[src/rtl/fetch_unit.sv]
`timescale 1ns/1ps
// Instruction-fetch stage: PC register, direct-mapped instruction cache and a
// line refill FSM delivering one registered instruction per cycle to decode.
module fetch_unit #(
  parameter int ADDR_W = 32,
  parameter int LINE_WORDS = 4,
  parameter int NUM_LINES = 16,
  parameter logic [ADDR_W-1:0] RESET_PC = '0
) (
  input  logic                      clk,
  input  logic                      rst,
  input  logic                      redirect_valid,
  input  logic [ADDR_W-1:0]         redirect_target,
  input  logic                      stall,
  output logic [31:0]               instruction,
  output logic                      inst_valid,
  output logic [ADDR_W-1:0]         pc,
  output logic                      mem_req,
  output logic [ADDR_W-1:0]         mem_addr,
  input  logic                      mem_ready,
  input  logic [32*LINE_WORDS-1:0]  mem_data,
  output logic                      dbg_state
);

  localparam int OW = $clog2(LINE_WORDS);
  localparam int IW = $clog2(NUM_LINES);
  localparam int TW = ADDR_W - OW - IW - 2;

  typedef enum logic {
    S_RUN    = 1'b0,
    S_REFILL = 1'b1
  } state_t;

  state_t state_q, state_d;

  logic [ADDR_W-1:0] pc_q, pc_d;
  logic [ADDR_W-1:0] pend_pc_q, pend_pc_d;
  logic              pend_valid_q, pend_valid_d;
  logic [31:0]       instr_d;
  logic [ADDR_W-1:0] pc_out_d;
  logic              inst_valid_d;
  logic              fill_en;

  // Cache storage: only the valid bits carry a reset.
  logic [31:0]          data_q [NUM_LINES][LINE_WORDS];
  logic [TW-1:0]        tag_q  [NUM_LINES];
  logic [NUM_LINES-1:0] valid_q;
  logic [31:0]          fill_row [LINE_WORDS];

  logic [OW-1:0]     pc_off;
  logic [IW-1:0]     pc_idx;
  logic [TW-1:0]     pc_tag;
  logic              hit;
  logic [ADDR_W-1:0] pc_inc;
  logic [ADDR_W-1:0] redirect_pc;
  logic [ADDR_W-1:0] line_base;
  logic [1:0]        unused_target_lsbs;

  assign pc_off      = pc_q[OW+1:2];
  assign pc_idx      = pc_q[OW+IW+1:OW+2];
  assign pc_tag      = pc_q[ADDR_W-1:OW+IW+2];
  assign hit         = valid_q[pc_idx] && (tag_q[pc_idx] == pc_tag);
  assign pc_inc      = pc_q + ADDR_W'(4);
  assign redirect_pc = {redirect_target[ADDR_W-1:2], 2'b00};
  assign line_base   = {pc_q[ADDR_W-1:OW+2], {(OW+2){1'b0}}};
  assign unused_target_lsbs = redirect_target[1:0];
  assign dbg_state   = (state_q == S_REFILL);

  for (genvar g = 0; g < LINE_WORDS; g++) begin : g_fill_split
    assign fill_row[g] = mem_data[g*32 +: 32];
  end

  // Refill handshake: mem_req is high for the whole of REFILL with mem_addr
  // held at the line base of pc_q; the cycle mem_ready is high the line is
  // taken, and mem_req drops on the following cycle.
  always_comb begin
    state_d      = state_q;
    pc_d         = pc_q;
    pend_pc_d    = pend_pc_q;
    pend_valid_d = pend_valid_q;
    instr_d      = instruction;
    pc_out_d     = pc;
    inst_valid_d = inst_valid;
    fill_en      = 1'b0;
    mem_req      = 1'b0;
    mem_addr     = '0;

    case (state_q)
      S_RUN: begin
        if (redirect_valid) begin
          // Redirect beats both stall and the sequential update.
          pc_d         = redirect_pc;
          inst_valid_d = 1'b0;
        end else if (hit) begin
          if (!stall) begin
            instr_d      = data_q[pc_idx][pc_off];
            pc_out_d     = pc_inc;
            inst_valid_d = 1'b1;
            pc_d         = pc_inc;
          end
        end else begin
          state_d = S_REFILL;
          if (!stall) begin
            inst_valid_d = 1'b0;
          end
        end
      end

      S_REFILL: begin
        mem_req  = 1'b1;
        mem_addr = line_base;
        // A valid output held by stall survives only until decode takes it.
        if (!stall) begin
          inst_valid_d = 1'b0;
        end
        if (mem_ready) begin
          fill_en      = 1'b1;
          state_d      = S_RUN;
          pend_valid_d = 1'b0;
          if (redirect_valid) begin
            pc_d = redirect_pc;
          end else if (pend_valid_q) begin
            pc_d = pend_pc_q;
          end
        end else if (redirect_valid) begin
          // The refill is never aborted; the newest target waits for it.
          pend_pc_d    = redirect_pc;
          pend_valid_d = 1'b1;
        end
      end

      default: begin
        state_d = S_RUN;
      end
    endcase
  end

  always_ff @(posedge clk) begin
    if (rst) begin
      state_q      <= S_RUN;
      pc_q         <= RESET_PC;
      pend_pc_q    <= '0;
      pend_valid_q <= 1'b0;
      instruction  <= '0;
      pc           <= '0;
      inst_valid   <= 1'b0;
    end else begin
      state_q      <= state_d;
      pc_q         <= pc_d;
      pend_pc_q    <= pend_pc_d;
      pend_valid_q <= pend_valid_d;
      instruction  <= instr_d;
      pc           <= pc_out_d;
      inst_valid   <= inst_valid_d;
    end
  end

  always_ff @(posedge clk) begin
    if (rst) begin
      valid_q <= '0;
    end else if (fill_en) begin
      valid_q[pc_idx] <= 1'b1;
    end
  end

  always_ff @(posedge clk) begin
    if (fill_en && !rst) begin
      data_q[pc_idx] <= fill_row;
      tag_q[pc_idx]  <= pc_tag;
    end
  end

endmodule

[config.mk]
export PLATFORM = sky130hd
export DESIGN_NAME = fetch_unit
export DESIGN_NICKNAME = d
export VERILOG_FILES = /design/src/rtl/fetch_unit.sv
export SDC_FILE = /design/constraint.sdc
export NUM_CORES = 2
export LEC_CHECK = 0
export CORE_MARGIN = 4
export CORE_UTILIZATION = 56
export CTS_CLUSTER_SIZE = 24
export DETAILED_ROUTE_END_ITERATION = 10
export HOLD_SLACK_MARGIN = 0.1
export PLACE_DENSITY = 0.72
export SETUP_SLACK_MARGIN = 0.05
export SYNTH_ARGS = -nofsm -noshare
export SYNTH_HDL_FRONTEND = slang
export SYNTH_SLANG_ARGS = --single-unit
[constraint.sdc]
create_clock -name clk -period 13.1 [get_ports clk]
set_input_delay 1.31 -clock clk [delete_from_list [all_inputs] [get_ports clk]]
set_output_delay 1.31 -clock clk [all_outputs]
set_load 0.01 [all_outputs]
==> impl_metrics.ini <==
[place]
gp_congestion = 0.7679
dp_hpwl_mm = 118.6
dp.cells = 6869
portBuffers = 255

[critical_path]
arrival_ns = 7.20
path_class = flip-flop to flip-flop
worstSetupStartpointType = flip-flop
path_max_fanout = 118
r2r_cells = 12
cp-end-kind = flip-flop
required_ns = 13.84

[timing]
slew_viol_final = 0
rsz0062_at_grt = no
setup_viol = 0
timing.final.crit_share = 0.4938
worst_slew_pin_slew_ns = 1.155
max_freq_mhz = 154.6
clock-skew-final_ns = 0.04429
hold_viol = 0
finalSetupTns_ns = 0
period_needed_ns = 6.468
relSlewSlack = 0.2281
holdWs_ns = 0.4569

[cts]
cts_sinks = 2577
cts_resized = 0
cts.clk_slew.worst_paths_ns = 0.06
clockBufferDepth = 4
post-cts-setup-buffers = 0
root_buffer = clkbuf_16
cts_buffers = 276
htreeDepth = 5
clk_latency_ns = 0.90
ctsHoldBuffers = 0
cts_tree = built

[power_and_ir_drop]
p_leak_nw = 34.18
combPwrFrac = 0.055
powerDensity_nw_per_um2 = 152.8
switching_power_mw = 3.544
pwr-share-seq = 0.525
peakVddDrop_v = 0.0001315
p_clk_frac = 0.420
power.internal_mw = 13.75
sw_frac_of_total = 0.2049

[synth]
mappedNetlistArea_um2 = 99420
synthMuxAreaShare = 0.1849
netlist_instances = 4461
synth-seq-cells = 2577
yosys.area_share.adder = 0.0001258
yosysUniqueCellTypes = 58
synthXorXnorAreaFrac = 0.004933
synth_flop_cell = edfxtp_1
synthSimpleGateAreaFrac = 0.01982
syn_avg_cell_area_um2 = 22.29
yosysSeqAreaShare = 0.7637
synth_compound_area_frac = 0.01315
synth_top_family_by_area = multiplexers
synth_edf_count = 2432
yosysWarnings = 0
postSynth.asyncResetShare = 0

[finish]
n_fill_cell = 11254
drive_gt1_frac = 0.2483
final_common_cell = edfxtp_1
final_cells = 7351
finalNetCount = 4973
area_growth_pct = 13.80
final_cell_mix = edfxtp_1, mux4_2, clkbuf_16

[status]
status = complete, no violations

[route]
drtIter0Drc = 6382
via_per_inst = 6.538
drt-wirelength-per-cell_um = 32.72
vias = 48058
dr.pass1.iters = 8
ant_nets = 0
post-route-drc-count = 0
routed_wl_mm = 240.5

[global_route]
grt_overflow = 0
use_met3 = 0.05156
antenna_found_initial = 56
grt.busiest_layer = met2
grt_max_degree = 138
grt_use_met1 = 0.3718
grt_pass1_vias = 48592
grt.total_usage = 0.2631
grt_pass1_wl_mm = 348.9
use_met2 = 0.4229

[die]
design.die.area_um2 = 184300
die_h_um = 429.4
start_util = 0.5639
core_um2 = 176300
ios = 264
rows = 154
die_w_um = 429.4

[hold_path]
hp-class = flip-flop to flip-flop
hold_depth = 2

[job]
maxCapViolations = 0
[cells by family after synthesis]
family / count (synthesis)
adder cells (fa/ha/maj): 1
multiplexers: 887
flip-flops: 2577
other: 1
AND/OR/NAND/NOR: 400
XOR/XNOR: 56
AO/OA/AOI/OAI: 229
buffers and inverters: 310
[final cells by class]
type / count / area, um^2 / area share
multi-input cells: 1579 / 22330 / 0.1974
inverters: 27 / 108.9 / 0.0009621
well taps: 2340 / 2928 / 0.02588
flip-flops and latches: 2577 / 75960 / 0.6713
clock buffers: 356 / 7476 / 0.06607
repair buffers: 346 / 3457 / 0.03055
diodes: 17 / 42.54 / 0.0003760
clock inverters: 109 / 847.1 / 0.007486
[critical path: stages (launching register included)]
cell and delay, ns:
dfxtp_4 0.95, buf_12 0.72, buf_4 0.82, mux2i_1 0.19
a22o_1 0.25, o211ai_1 0.23, o21ai_0 0.16, a2111o_1 0.37
nor4_1 0.59, nand4_1 0.72, buf_4 0.63, a221oi_1 0.39
a211oi_1 0.09
[final timing paths]
kind | startpoint | to | slack (ns)
worst min register to register | pend_pc_q[19] | pend_pc_q[19] | 0.46
worst max register to register | flip-flop | pc_q[25] | 6.63
worst max-delay path | flip-flop | pc_q[25] | 6.63
worst min-delay path | pend_pc_q[19] | pend_pc_q[19] | 0.46
[cells in the mapped netlist, types with 4 or more instances]
cell type / count / area [um^2]
a22o_1: 6 / 52.55
or3_1: 5 / 31.28
buf_2: 47 / 235.2
xor2_1: 16 / 140.1
o21ai_0: 29 / 145.1
xnor2_1: 40 / 350.3
buf_4: 20 / 150.1
nand2b_1: 43 / 269.0
a22oi_1: 4 / 30.03
o22ai_1: 18 / 112.6
clkbuf_1: 172 / 645.6
mux4_2: 758 / 17070
and3_1: 7 / 43.79
nand2_1: 110 / 412.9
and2_1: 30 / 187.7
mux2_2: 8 / 90.09
mux2_1: 10 / 112.6
nor3_1: 63 / 315.3
nand4_1: 12 / 75.07
a31oi_1: 4 / 25.02
edfxtp_1: 2432 / 73030
buf_1: 41 / 153.9
a221oi_1: 6 / 52.55
nor2b_1: 13 / 81.33
dfxtp_1: 145 / 2903
inv_1: 25 / 93.84
mux2i_1: 111 / 1111
a21oi_1: 107 / 535.5
nand3_1: 48 / 240.2
a211oi_1: 4 / 30.03
o21ai_1: 33 / 165.2
nor2_1: 55 / 206.5
[power by group through the flow]
stage | Combinational, mW | Sequential, mW | Clock, mW
2_1_floorplan | 0.607 | 9.24 | 0
3_3_place_gp | 0.935 | 9.25 | 0
3_5_place_dp | 0.951 | 9.26 | 0
4_1_cts | 0.956 | 9.08 | 7.36
5_1_grt | 1.01 | 9.08 | 7.74
6_report | 0.949 | 9.08 | 7.26
[through the flow]
stage                       util  total power, mW  cell area (um^2)  worst slack [ns]
after floorplan                -            9.845             99440             3.854
after global placement    0.5943            10.19            104800             6.746
after detailed placement  0.5943            10.21            104800             6.647
after CTS                 0.6415            17.40            113100             6.592
after global routing      0.6416            17.83            113100             6.350
final                     0.6418            17.29            113100             6.632
[state kept, by name, summed over array words and instances, names as in the netlist, named ones only]
name and flops:
pend_pc_q 30, pc_q 30, pend_valid_q 1, data_q 2048
valid_q 16, pc 30, dbg_state 1, instruction 32
tag_q 384, inst_valid 1
[per-layer routing]
metal  up-vias  routed length (um)
li1      19445                   -
met2      2524              119600
met1     25647               92000
met5         -                 134
met4        20                7292
met3       422               21470
Note: power is estimated with default switching activity, not from simulation.
